==> src/rtl/tetris_move_sched_if.sv <==
// Handshake and control bundle between the move scheduler and the game inputs/datapath.
// master: the scheduler; slave: the surrounding game inputs and datapath blocks.
interface tetris_move_sched_if;
  logic       tick;
  logic       btn_left;
  logic       btn_right;
  logic       btn_rot;
  logic       btn_drop;
  logic       en_newgame;
  logic       move_req;
  logic [1:0] move_op;
  logic       move_done;
  logic       move_ok;
  logic       lock_req;
  logic       lock_done;
  logic       spawn_req;
  logic       spawn_done;
  logic       spawn_fail;
  logic       clear_req;
  logic       clear_done;
  logic       playing;
  logic       game_over;
  logic       err_timeout;
  logic [7:0] drop_rows;

  modport master (
    input  tick, btn_left, btn_right, btn_rot, btn_drop, en_newgame,
    input  move_done, move_ok, lock_done, spawn_done, spawn_fail, clear_done,
    output move_req, move_op, lock_req, spawn_req, clear_req,
    output playing, game_over, err_timeout, drop_rows
  );

  modport slave (
    output tick, btn_left, btn_right, btn_rot, btn_drop, en_newgame,
    output move_done, move_ok, lock_done, spawn_done, spawn_fail, clear_done,
    input  move_req, move_op, lock_req, spawn_req, clear_req,
    input  playing, game_over, err_timeout, drop_rows
  );
endinterface

==> src/rtl/tetris_move_sched.sv <==
// Tetris move scheduler: latches move requests, arbitrates them and sequences clear/spawn/play/lock.
// Define TETRIS_HARD_DROP_EN to enable hard drop (btn_drop, drop_active, drop_rows).
module tetris_move_sched #(
  parameter int TIMEOUT_CYCLES = 255
) (
  input logic                 clk,
  input logic                 rst,
  tetris_move_sched_if.master bus
);
  localparam int            TW         = $clog2(TIMEOUT_CYCLES + 1);
  localparam logic [TW-1:0] TIMER_LOAD = TW'(TIMEOUT_CYCLES - 1);
  localparam logic [1:0]    OP_DOWN    = 2'd0;
  localparam logic [1:0]    OP_LEFT    = 2'd1;
  localparam logic [1:0]    OP_RIGHT   = 2'd2;
  localparam logic [1:0]    OP_ROT     = 2'd3;

  // state | meaning
  // IDLE  | after reset, waiting for new game
  // CLEAR | clearing the grid
  // SPAWN | generating a new piece
  // PLAY  | arbitrating pending moves
  // MOVE  | move command outstanding
  // LOCK  | committing the piece into the grid
  // OVER  | game over, waiting for new game
  typedef enum logic [2:0] {
    S_IDLE, S_CLEAR, S_SPAWN, S_PLAY, S_MOVE, S_LOCK, S_OVER
  } state_t;

  state_t        state, state_nxt;
  logic [TW-1:0] timer;
  logic [1:0]    op, op_nxt;
  logic          err_flag;
  logic          prev_tick, prev_left, prev_right, prev_rot, prev_newgame;
  logic          edge_tick, edge_left, edge_right, edge_rot, edge_newgame;
  logic          p_grav, p_left, p_right, p_rot, p_drop, drop_active;
  logic          grant_grav, grant_left, grant_right, grant_rot, grant_drop;
  logic          timeout, flush, enter_clear, enter_lock;
  logic [7:0]    drop_rows;

  assign edge_tick    = bus.tick & ~prev_tick;
  assign edge_left    = bus.btn_left & ~prev_left;
  assign edge_right   = bus.btn_right & ~prev_right;
  assign edge_rot     = bus.btn_rot & ~prev_rot;
  assign edge_newgame = bus.en_newgame & ~prev_newgame;

  assign flush       = (state == S_IDLE) || (state == S_CLEAR) || (state == S_OVER);
  assign enter_clear = (state_nxt == S_CLEAR) && (state != S_CLEAR);
  assign enter_lock  = (state_nxt == S_LOCK) && (state != S_LOCK);

  always_ff @(posedge clk) begin
    if (rst) begin
      state        <= S_IDLE;
      op           <= OP_DOWN;
      timer        <= TIMER_LOAD;
      err_flag     <= 1'b0;
      prev_tick    <= 1'b0;
      prev_left    <= 1'b0;
      prev_right   <= 1'b0;
      prev_rot     <= 1'b0;
      prev_newgame <= 1'b0;
    end else begin
      state        <= state_nxt;
      op           <= op_nxt;
      prev_tick    <= bus.tick;
      prev_left    <= bus.btn_left;
      prev_right   <= bus.btn_right;
      prev_rot     <= bus.btn_rot;
      prev_newgame <= bus.en_newgame;
      // Wait timer restarts on every state change; terminal count is zero.
      if (state_nxt != state) timer <= TIMER_LOAD;
      else if (timer != '0)   timer <= timer - 1'b1;
      if (timeout)          err_flag <= 1'b1;
      else if (enter_clear) err_flag <= 1'b0;
    end
  end

  always_comb begin
    state_nxt   = state;
    op_nxt      = op;
    timeout     = 1'b0;
    grant_grav  = 1'b0;
    grant_left  = 1'b0;
    grant_right = 1'b0;
    grant_rot   = 1'b0;
    grant_drop  = 1'b0;
    case (state)
      S_IDLE: if (edge_newgame) state_nxt = S_CLEAR;
      S_CLEAR: begin
        if (bus.clear_done)      state_nxt = S_SPAWN;
        else if (timer == '0) begin state_nxt = S_OVER; timeout = 1'b1; end
      end
      S_SPAWN: begin
        if (bus.spawn_done)      state_nxt = bus.spawn_fail ? S_OVER : S_PLAY;
        else if (timer == '0) begin state_nxt = S_OVER; timeout = 1'b1; end
      end
      S_PLAY: begin
        if (drop_active) begin
          op_nxt = OP_DOWN; state_nxt = S_MOVE;
        end else if (p_grav) begin
          grant_grav = 1'b1; op_nxt = OP_DOWN; state_nxt = S_MOVE;
        end else if (p_drop) begin
          grant_drop = 1'b1; op_nxt = OP_DOWN; state_nxt = S_MOVE;
        end else if (p_rot) begin
          grant_rot = 1'b1; op_nxt = OP_ROT; state_nxt = S_MOVE;
        end else if (p_left) begin
          grant_left = 1'b1; op_nxt = OP_LEFT; state_nxt = S_MOVE;
        end else if (p_right) begin
          grant_right = 1'b1; op_nxt = OP_RIGHT; state_nxt = S_MOVE;
        end
      end
      S_MOVE: begin
        if (bus.move_done)       state_nxt = (op == OP_DOWN && !bus.move_ok) ? S_LOCK : S_PLAY;
        else if (timer == '0) begin state_nxt = S_OVER; timeout = 1'b1; end
      end
      S_LOCK: begin
        if (bus.lock_done)       state_nxt = S_SPAWN;
        else if (timer == '0) begin state_nxt = S_OVER; timeout = 1'b1; end
      end
      S_OVER: if (edge_newgame) state_nxt = S_CLEAR;
      default: state_nxt = S_IDLE;
    endcase
  end

  // A same-cycle edge wins over the grant so no request is lost.
  always_ff @(posedge clk) begin
    if (rst || flush) begin
      p_grav  <= 1'b0;
      p_left  <= 1'b0;
      p_right <= 1'b0;
      p_rot   <= 1'b0;
    end else begin
      p_grav  <= enter_lock ? 1'b0 : (edge_tick | (p_grav & ~grant_grav));
      p_left  <= edge_left  | (p_left  & ~grant_left);
      p_right <= edge_right | (p_right & ~grant_right);
      p_rot   <= edge_rot   | (p_rot   & ~grant_rot);
    end
  end

`ifdef TETRIS_HARD_DROP_EN
  logic prev_drop, edge_drop, drop_step;
  assign edge_drop = bus.btn_drop & ~prev_drop;
  assign drop_step = (state == S_MOVE) && bus.move_done && bus.move_ok &&
                     (op == OP_DOWN) && drop_active;

  // drop_active also dies with the game so a stale drop cannot leak into the next one.
  always_ff @(posedge clk) begin
    if (rst) begin
      prev_drop   <= 1'b0;
      p_drop      <= 1'b0;
      drop_active <= 1'b0;
      drop_rows   <= 8'd0;
    end else begin
      prev_drop <= bus.btn_drop;
      if (flush) p_drop <= 1'b0;
      else       p_drop <= edge_drop | (p_drop & ~grant_drop);
      if (flush || enter_lock) drop_active <= 1'b0;
      else if (grant_drop)     drop_active <= 1'b1;
      if (enter_clear)                         drop_rows <= 8'd0;
      else if (drop_step && drop_rows != 8'hFF) drop_rows <= drop_rows + 8'd1;
    end
  end
`else
  logic unused_drop;
  assign unused_drop = ^{bus.btn_drop, grant_drop};
  assign p_drop      = 1'b0;
  assign drop_active = 1'b0;
  assign drop_rows   = 8'd0;
`endif

  assign bus.move_req    = (state == S_MOVE);
  assign bus.move_op     = op;
  assign bus.lock_req    = (state == S_LOCK);
  assign bus.spawn_req   = (state == S_SPAWN);
  assign bus.clear_req   = (state == S_CLEAR);
  assign bus.playing     = (state == S_PLAY) || (state == S_MOVE);
  assign bus.game_over   = (state == S_OVER);
  assign bus.err_timeout = err_flag;
  assign bus.drop_rows   = drop_rows;
endmodule

==> src/flat_wrapper.sv <==
// flat-port wrapper written by rule: the top's interface ports become plain ports
module tetris_move_sched_flat 
#(
  parameter int TIMEOUT_CYCLES = 255
)
  (clk, rst, bus_tick, bus_btn_left, bus_btn_right, bus_btn_rot, bus_btn_drop, bus_en_newgame, bus_move_done, bus_move_ok, bus_lock_done, bus_spawn_done, bus_spawn_fail, bus_clear_done, bus_move_req, bus_move_op, bus_lock_req, bus_spawn_req, bus_clear_req, bus_playing, bus_game_over, bus_err_timeout, bus_drop_rows);
  tetris_move_sched_if bus_i ();
  input logic clk;
  input logic rst;
  input wire logic [$bits(bus_i.tick)-1:0] bus_tick;
  input wire logic [$bits(bus_i.btn_left)-1:0] bus_btn_left;
  input wire logic [$bits(bus_i.btn_right)-1:0] bus_btn_right;
  input wire logic [$bits(bus_i.btn_rot)-1:0] bus_btn_rot;
  input wire logic [$bits(bus_i.btn_drop)-1:0] bus_btn_drop;
  input wire logic [$bits(bus_i.en_newgame)-1:0] bus_en_newgame;
  input wire logic [$bits(bus_i.move_done)-1:0] bus_move_done;
  input wire logic [$bits(bus_i.move_ok)-1:0] bus_move_ok;
  input wire logic [$bits(bus_i.lock_done)-1:0] bus_lock_done;
  input wire logic [$bits(bus_i.spawn_done)-1:0] bus_spawn_done;
  input wire logic [$bits(bus_i.spawn_fail)-1:0] bus_spawn_fail;
  input wire logic [$bits(bus_i.clear_done)-1:0] bus_clear_done;
  output wire logic [$bits(bus_i.move_req)-1:0] bus_move_req;
  output wire logic [$bits(bus_i.move_op)-1:0] bus_move_op;
  output wire logic [$bits(bus_i.lock_req)-1:0] bus_lock_req;
  output wire logic [$bits(bus_i.spawn_req)-1:0] bus_spawn_req;
  output wire logic [$bits(bus_i.clear_req)-1:0] bus_clear_req;
  output wire logic [$bits(bus_i.playing)-1:0] bus_playing;
  output wire logic [$bits(bus_i.game_over)-1:0] bus_game_over;
  output wire logic [$bits(bus_i.err_timeout)-1:0] bus_err_timeout;
  output wire logic [$bits(bus_i.drop_rows)-1:0] bus_drop_rows;
  assign bus_i.tick = bus_tick;
  assign bus_i.btn_left = bus_btn_left;
  assign bus_i.btn_right = bus_btn_right;
  assign bus_i.btn_rot = bus_btn_rot;
  assign bus_i.btn_drop = bus_btn_drop;
  assign bus_i.en_newgame = bus_en_newgame;
  assign bus_i.move_done = bus_move_done;
  assign bus_i.move_ok = bus_move_ok;
  assign bus_i.lock_done = bus_lock_done;
  assign bus_i.spawn_done = bus_spawn_done;
  assign bus_i.spawn_fail = bus_spawn_fail;
  assign bus_i.clear_done = bus_clear_done;
  assign bus_move_req = bus_i.move_req;
  assign bus_move_op = bus_i.move_op;
  assign bus_lock_req = bus_i.lock_req;
  assign bus_spawn_req = bus_i.spawn_req;
  assign bus_clear_req = bus_i.clear_req;
  assign bus_playing = bus_i.playing;
  assign bus_game_over = bus_i.game_over;
  assign bus_err_timeout = bus_i.err_timeout;
  assign bus_drop_rows = bus_i.drop_rows;
  tetris_move_sched #(.TIMEOUT_CYCLES(TIMEOUT_CYCLES)) u_core (.clk(clk), .rst(rst), .bus(bus_i));
endmodule
==> config.mk <==
export PLATFORM = sky130hd
export DESIGN_NAME = tetris_move_sched_flat
export DESIGN_NICKNAME = d
export VERILOG_FILES = /design/src/rtl/tetris_move_sched_if.sv /design/src/rtl/tetris_move_sched.sv /design/src/flat_wrapper.sv
export SDC_FILE = /design/constraint.sdc
export NUM_CORES = 1
export LEC_CHECK = 0
export BUFFER_PORTS_ARGS = -buffer_cell sky130_fd_sc_hd__clkbuf_2
export CAP_MARGIN = 20
export CORE_ASPECT_RATIO = 0.7
export CORE_UTILIZATION = 47
export CTS_CLUSTER_DIAMETER = 40
export DETAILED_ROUTE_END_ITERATION = 6
export PLACE_DENSITY = 0.74
export SYNTH_ARGS = -nofsm -noshare
export SYNTH_HDL_FRONTEND = slang
export SYNTH_SLANG_ARGS = --single-unit
==> constraint.sdc <==
create_clock -name clk -period 2.4 [get_ports clk]
set_clock_uncertainty 0.1 [all_clocks]
set_input_delay 0.24 -clock clk [delete_from_list [all_inputs] [get_ports clk]]
set_output_delay 0.24 -clock clk [all_outputs]
set_load 0.005 [all_outputs]
==> results.md, run 1 <==
* Crit end category: flip-flop
* Lkg Pwr at ~0.68 nW
* Initial Util at 51.9%
* Yosys warns at 0
* Clock sinks at 23
* Worst setup SP type: flip-flop
* Initial antenna violation count at 0
* Avg WL per Cell at 14.0 µm
* Xor and xnor fraction of the mapped netlist area at between 2 and 3%
* Hold Slack at 0.101 ns
* Final slew viol count at 0
* R2R Setup Slk at ~0.13 ns
* Post-DP HPWL at about 2400 µm
* Vias at ~1300
* CTS tree: built
* Syn avg cell area at 8.14 µm²
* Vias in the first global route at around 1100
* Final ANT Viol Nets at 0
* CTS Root Cell: clkbuf_8
* Synth top area cells: dfxtp_1, nor2b_1, a21oi_1, buf_4, nor2_1
* Area leader, netlist: dfxtp_1
* Port bufs at 21
* Hold Crit Class: input pin to flip-flop
* Most common cell after layout, fill and taps aside: dfxtp_1
* Mux cell area share after synthesis at under 10%
* GRT Residual Overflow at 0
* Main combinational cell family by area after synthesis: simple AND/OR/NAND/NOR gates
* Status: completed
* Yosys reg bits at 23
* Worst-margin pin slew at just under 0.5 ns
* CTS max path bufs at 2
* CTS buffer count at 3
* Number of distinct standard cells referenced by the synthesized netlist at 45
* Cts hold-fix bufs at 0
* Inserted Diodes at 0
* Routability Congestion at between 0.8 and 0.9
* Hold path startpoint: bus_btn_rot
* Row count at 15
* Final min period at between 2 and 2.5 ns
* WHS Path Cells at 2
* Crit path arrival time at around 2.4 ns
* Most frequent cells in the layout: dfxtp_1, clkbuf_2, nor2_1
* Post-synthesis adder-cell area fraction at less than 1%
* DR iter-0 viols at just under 90
* Worst setup path endpoint: u_core.timer[0]
* Worst r2r path cells at 6
* Simple-gate share of the synthesized area at between 30% and 40%
* Mapped Cells at about 160
* Power Density at approximately 530 nW/µm²
* Fin crit share at a little over nine tenths
* Worst setup startpoint: u_core.p_right
* Peak Freq at 0.440 GHz
* DR vias/cell at slightly below 6
* Synthesized area at 1340 µm²
* Post-CTS sizing at 0
* H-tree depth at 1
* Drt first pass iters at 4
* Die area at about 3000 µm²
* WL final at about 3200 µm
* Synth top area share at 34.5%
* Largest net degree at the start of global routing at 17
* FF-to-FF End: u_core.timer[0]
* Max-Cap Viols at 0
* Final nets at 211
* Final setup TNS at 0 ns
* Gr usage total at between 20 and 25%
* Syn-to-layout area delta at 18.4%
* First-pass GRT wire length at about 5100 µm
* Worst path required time at between 2 and 3 ns
* Most common flop cell mapped by yosys: dfxtp_1
* Final setup vio count at 0
* WS Path Type: flip-flop to flip-flop
* Post-synth ARST share at 0%
* EDFF count, synth at 0
* Share of layout cells above drive strength 1 at a little under a quarter
* Post CTS Setup Buffer Count at 0
* Die height at 46.6 µm
* Register area share after synthesis at approximately 34%
* IO Count at 31
* Crit path max fanout at 8
* Max-slew headroom at between 60% and 70%
* RSZ-0062 raised after global routing: no
* FF-to-FF Start: u_core.p_right
* Residual DRC at 0
* Synth Area in Compound Gates at 17.8%
* Clk Latency, worst-skew pair at approximately 0.26 ns
* Final Hold Vio Count at 0
* Die X at roughly 66 µm
* Clk slew on worst S/H paths at 0.08 ns
* Peak supply drop at about 0.34 mV
* Core box area at 2570 µm²
-- cell usage after synthesis (2+ instances only) --
master / count
dfxtp_1: 23
nor2_1: 15
a21oi_1: 13
nor2b_1: 11
nand3_1: 9
buf_4: 8
nand2_1: 7
nand2b_1: 6
nor3_1: 6
o21ai_0: 6
clkbuf_1: 5
inv_1: 5
mux2i_1: 3
nor3b_1: 3
o31ai_1: 3
o41ai_1: 3
xor2_1: 3
a211oi_1: 2
a31oi_1: 2
and3_1: 2
o22ai_1: 2
or3_1: 2
or4_1: 2
or4_4: 2
-- registers in the layout, indices dropped and copies added (netlist names) --
signal	cells
u_core.prev_tick	1
u_core.prev_rot	1
u_core.p_left	1
u_core.prev_right	1
u_core.p_right	1
u_core.p_rot	1
u_core.state	3
u_core.prev_left	1
u_core.p_grav	1
u_core.bus.err_timeout	1
u_core.prev_newgame	1
u_core.timer	8
u_core.bus.move_op	2
-- layer usage --
| layer | vias to the layer above | wire length [µm] | share of wire, % | track usage (%) |
|---|---|---|---|---|
| li1 | 641 | - | - | - |
| met1 | 625 | 1590 | 49 | 32.1 |
| met2 | 63 | 1370 | 43 | 33.9 |
| met3 | 2 | 232 | 7.2 | 5.94 |
| met4 | 0 | 22 | 0.69 | 5.65 |
| met5 | - | 0 | 0 | 0 |
-- worst min path at each step --
| stage | end | slack, ns |
|---|---|---|
| global route | u_core.prev_right | 0.11 |
| detailed placement | u_core.prev_tick | 0.38 |
| floorplan | u_core.prev_right | 0.21 |
| finish | u_core.prev_rot | 0.10 |
| global placement | u_core.bus.err_timeout | 0.36 |
| CTS | u_core.prev_rot | 0.1 |
-- report_power, final --
| part | leakage (nW) | total, W | switching (W) | internal, W |
|---|---|---|---|---|
| Clock | 0.0228 | 0.000238 | 0.000120 | 0.000118 |
| Combinational | 0.468 | 0.000186 | 0.0000975 | 0.0000887 |
| Sequential | 0.188 | 0.000420 | 0.0000180 | 0.000402 |
-- layout make-up --
type                            instances  area, µm²
Clock buffer                            4       45.0
Fill cell                             223        991
Inverter                                5       18.8
Multi-Input combinational cell        129        811
Sequential cell                        23        460
Tap cell                               34       42.5
Timing Repair Buffer                   34        203
-- stage by stage --
| step | utilization (%) | instances | setup WS (ns) | total power, W | cell area (µm²) |
|---|---|---|---|---|---|
| after floorplan | - | 171 | 0.0928 | 0.000550 | 1360 |
| after global placement | 59.3 | 225 | 0.0984 | 0.000601 | 1520 |
| after detailed placement | 59.3 | 225 | 0.0640 | 0.000609 | 1520 |
| after CTS | 61.0 | 229 | 0.0266 | 0.000848 | 1570 |
| after global routing | 61.5 | 229 | 0.0120 | 0.000892 | 1580 |
| final | 61.5 | 229 | 0.126 | 0.000844 | 1580 |
-- logic make-up after synthesis --
logic type,after synthesis
buffers and inverters,19
XOR/XNOR,4
adder cells (fa/ha/maj),1
AO/OA/AOI/OAI,37
flip-flops,23
multiplexers,3
other,1
AND/OR/NAND/NOR,76
-- critical path, stage by stage (launching register included) --
cell and delay, ns:
dfxtp_1 0.36, or4_4 0.56, and3_4 0.20, or4_4 0.43, nor4b_4 0.22, buf_4 0.19
and3_1 0.15
Power figures use the tool's default switching activity.
==> run 2: changes to the inputs <==
==> constraint.sdc (replaced) <==
create_clock -name clk -period 2.4 [get_ports clk]
set_clock_uncertainty 0.1 [all_clocks]
set_input_delay 0.12 -clock clk [delete_from_list [all_inputs] [get_ports clk]]
set_output_delay 0.12 -clock clk [all_outputs]
set_load 0.005 [all_outputs]
==> results.md, run 2 (synthesis results as in run 1) <==
* Vias in the first global route at between 1000 and 1500
* Syn-to-layout area delta at 21.5%
* Drt first pass iters at 5
* Die height at about 47 µm
* DR iter-0 viols at roughly 110
* Lkg Pwr at about 0.70 nW
* IO Count at 31
* Final ANT Viol Nets at 0
* Final slew viol count at 0
* Share of layout cells above drive strength 1 at a little under a quarter
* R2R Setup Slk at ~0.084 ns
* Max-slew headroom at between 50% and 60%
* Fin crit share at between 90% and 100%
* Clock sinks at 23
* Max-Cap Viols at 0
* Crit path arrival time at between 2 and 2.5 ns
* Crit path max fanout at 8
* FF-to-FF Start: u_core.p_right
* Worst setup SP type: flip-flop
* FF-to-FF End: u_core.timer[1]
* Fin util at between 60% and 70%
* Residual DRC at 0
* Peak supply drop at 0.458 mV
* Die X at ~66 µm
* Initial Util at 51.9%
* Final setup vio count at 0
* Hold Crit Class: input pin to flip-flop
* WHS Path Cells at 2
* Power Density at between 500 and 600 nW/µm²
* Worst r2r path cells at 6
* Gr usage total at 23.7%
* Row count at 15
* CTS Root Cell: clkbuf_8
* Most frequent cells in the layout: dfxtp_1, clkbuf_2, nor2_1
* Largest net degree at the start of global routing at 17
* Inserted Diodes at 0
* Clk Latency, worst-skew pair at about 0.27 ns
* Max reg flops at 8
* Avg WL per Cell at roughly 14 µm
* CTS max path bufs at 2
* Worst setup margin at 0.0842 ns
* Final nets at ~220
* Routability Congestion at 0.911
* Port bufs at 21
* Post-DP HPWL at about 2400 µm
* WS Path Type: flip-flop to flip-flop
* Worst-margin pin slew at ~0.72 ns
* Peak Freq at about 0.43 GHz
* Vias at about 1300
* CTS buffer count at 3
* CTS tree: built
* Worst path required time at between 2 and 2.5 ns
* Post-Place Setup Slack at roughly 0.050 ns
* WL final at about 3300 µm
* Most common cell after layout, fill and taps aside: dfxtp_1
* GRT Residual Overflow at 0
* H-tree depth at 1
* Final min period at 2.32 ns
* Final Hold Vio Count at 0
* Status: completed
* Core box area at 2570 µm²
* Hold path startpoint: bus_en_newgame
* Die area at roughly 3100 µm²
* WHS Endpoint: u_core.prev_newgame
* Clk slew on worst S/H paths at ~0.080 ns
* Initial antenna violation count at 0
* DR vias/cell at 5.65
* Crit end category: flip-flop
* Reg with most FFs: u_core.timer
* First-pass GRT wire length at about 5400 µm
run 2: changes by cell type in the layout (fill, tap and decap cells not counted):
cell,change
clkbuf_1,-1
dlygate4sd3_1,+4
clkinv_2,+1
run 2: through the flow:
stage	TNS (ns)	instance area (µm²)	hold slack [ns]	total power, W	std cells
after floorplan	0	1360	0.0916	0.000550	171
after global placement	0	1520	0.244	0.000598	224
after detailed placement	0	1520	0.252	0.000605	224
after CTS	0	1600	0.00681	0.000851	232
after global routing	-0.0121	1620	0.0226	0.000900	233
final	0	1620	0.00914	0.000856	233
run 2: layout make-up:
type / instances / area [µm²]
Fill cell: 221 / 950
Sequential cell: 23 / 460
Tap cell: 34 / 42.5
Multi-Input combinational cell: 129 / 811
Timing Repair Buffer: 38 / 243
Clock inverter: 1 / 5.00
Clock buffer: 3 / 41.3
Inverter: 5 / 18.8
run 2: worst max-delay path by stage:
stage | end | depth (start not counted) | startpoint | slack, ns
after CTS | u_core.p_grav | 8 | u_core.timer[0] | 0.03
after detailed placement | u_core.p_grav | 8 | u_core.timer[0] | 0.05
after floorplan | u_core.p_grav | 7 | u_core.timer[0] | 0.09
after global routing | u_core.timer[0] | 10 | u_core.timer[0] | -0.01
final | u_core.timer[1] | 6 | u_core.p_right | 0.08
after global placement | u_core.timer[0] | 5 | u_core.p_right | 0.09
run 2: per-layer routing:
metal	track usage, %	up-vias	wire length [µm]
met2	38.0	68	1400
li1	-	647	-
met5	0	-	0
met4	3.91	0	13
met1	32.9	600	1550
met3	5.20	2	307
run 2: what timing repair did:
| item | 4_1_cts | 5_1_grt |
|---|---|---|
| setup buffers | 0 | 1 |
| hold buffers | 4 | 0 |
| endpoints found under the hold margin | 7 | 0 |
| resized for setup | 0 | 2 |
| setup endpoints to repair | 0 | 10 |
run 2: critical path, stage by stage (launching register included):
cell     delay (ns)
dfxtp_1        0.35
or4_4          0.56
and3_4         0.20
or4_4          0.42
nor4b_4        0.27
buf_4          0.19
nand3_1        0.09
run 2: power by group:
group	internal, W	leakage, nW	switching (W)	total (W)
Clock	0.000116	0.0255	0.000130	0.000246
Combinational	0.0000928	0.484	0.000101	0.000194
Sequential	0.000402	0.188	0.0000150	0.000417
==> run 3: changes to the inputs <==
--- a/config.mk
+++ b/config.mk
@@ -8,10 +8,10 @@
 export BUFFER_PORTS_ARGS = -buffer_cell sky130_fd_sc_hd__clkbuf_2
 export CAP_MARGIN = 20
 export CORE_ASPECT_RATIO = 0.7
-export CORE_UTILIZATION = 47
+export CORE_UTILIZATION = 45
 export CTS_CLUSTER_DIAMETER = 40
 export DETAILED_ROUTE_END_ITERATION = 6
-export PLACE_DENSITY = 0.74
+export PLACE_DENSITY = 0.71
 export SYNTH_ARGS = -nofsm -noshare
 export SYNTH_HDL_FRONTEND = slang
 export SYNTH_SLANG_ARGS = --single-unit
==> results.md, run 3 (synthesis results as in run 1) <==
* Status: completed
* Initial antenna violation count at 0
* Worst setup startpoint: u_core.p_right
* Vias in the first global route at between 1000 and 1500
* Core box area at between 2000 and 3000 µm²
* Hold Slack at ~0.016 ns
* Final min period at 2.34 ns
* H-tree depth at 1
* Largest net degree at the start of global routing at 18
* Die height at 47.6 µm
* Drt first pass iters at 4
* Vias at 1312
* Final nets at around 210
* Max-Cap Viols at 0
* Gr usage total at around a fifth
* Peak Freq at 0.427 GHz
* Clk Latency, worst-skew pair at around 0.26 ns
* CTS buffer count at 3
* Worst path required time at 2.51 ns
* Lkg Pwr at 0.685 nW
* CTS max path bufs at 2
* Routability Congestion at slightly above 0.9
* Multi-input logic area at approximately 800 µm²
* Residual DRC at 0
* Power Density at approximately 530 nW/µm²
* DR vias/cell at 5.63
* WL final at around 3200 µm
* Syn-to-layout area delta at 20.4%
* CTS tree: built
* Inserted Diodes at 0
* Crit path arrival time at roughly 2.5 ns
* GRT Residual Overflow at 0
* FF-to-FF Start: u_core.p_right
* Port bufs at 21
* IO Count at 31
* Crit path max fanout at 7
* Peak supply drop at between 0.3 and 0.4 mV
* Avg WL per Cell at around 14 µm
* Max-slew headroom at between 50% and 60%
* Dpl cell area at ~1500 µm²
* Clock sinks at 23
* Share of layout cells above drive strength 1 at approximately 22%
* Final ANT Viol Nets at 0
* Hold path startpoint: bus_en_newgame
* Initial Util at 47.6%
* Clk slew on worst S/H paths at around 0.080 ns
* Reg with most FFs: u_core.timer
* Most common cell after layout, fill and taps aside: dfxtp_1
* Worst-margin pin slew at between 0.6 and 0.7 ns
* Fillcell total at approximately 250
* Final slew viol count at 0
* Max reg flops at 8
* WS Path Type: flip-flop to flip-flop
* Final Hold Vio Count at 0
* Final setup vio count at 0
* Die area at ~3200 µm²
* Row count at 16
* Worst setup SP type: flip-flop
* Most frequent cells in the layout: dfxtp_1, clkbuf_2, nor2_1
* Crit end category: flip-flop
* First-pass GRT wire length at 5000 µm
* Post-DP HPWL at 2390 µm
* DR iter-0 viols at 63
* Reg area at approximately 460 µm²
* Hold Crit Class: input pin to flip-flop
* Fin crit share at a little over nine tenths
* Design Area, Final at between 1500 and 2000 µm²
* CTS Root Cell: clkbuf_8
* Die X at 67.1 µm
[run 3: changes by cell type in the layout (fill, tap and decap cells not counted)]
cell      before  now
clkbuf_1       0    1
clkinv_2       1    0
buf_4         13   11
[run 3: final timing paths]
| kind | slack, ns | cells after the start | endpoint |
|---|---|---|---|
| hold / removal | 0.02 | 2 | u_core.prev_newgame |
| setup reg to reg | 0.06 | 6 | u_core.timer[0] |
| setup / recovery | 0.06 | 6 | u_core.timer[0] |
| hold reg to reg | 0.39 | 2 | u_core.p_right |
[run 3: layer usage]
layer	share of wire (%)	track usage, %
met2	43	32.0
met3	6.6	5.71
met4	0.62	2.55
met5	0	0
met1	50	31.3
[run 3: metrics by stage]
stage               power [W]  cells  utilization (%)   TNS, ns  worst slack (ns)
floorplan            0.000550    171                -         0            0.0928
global placement     0.000595    224             53.7         0            0.0514
detailed placement   0.000603    224             53.7         0            0.0316
CTS                  0.000847    232             56.7         0           0.00832
global route         0.000891    233             57.4  -0.00371          -0.00371
finish               0.000849    233             57.4         0            0.0594
[run 3: critical path, stage by stage, from the launching register on]
cell and delay, ns:
dfxtp_1 0.34, or4_4 0.55, and3_4 0.21, or4_4 0.43, nor4b_4 0.31, buf_4 0.20
and3_1 0.15
[run 3: power breakdown]
group	switching, W	leakage [nW]	internal [W]
logic	0.0000984	0.474	0.0000898
registers	0.0000190	0.188	0.000402
clock network	0.000122	0.0228	0.000119
[run 3: repair_timing]
action,CTS,global route
buffers inserted,0,1
hold buffers,4,0
gates resized for setup,0,2
hold endpoints to repair,4,0
endpoints found under the setup margin,0,6
[run 3: final cells by class]
cell class | count | area share [%]
flip-flops and latches | 23 | 28.6
clock buffers | 4 | 2.80
repair buffers | 36 | 14.2
well taps | 36 | 2.80
inverters | 5 | 1.17
multi-input cells | 129 | 50.4
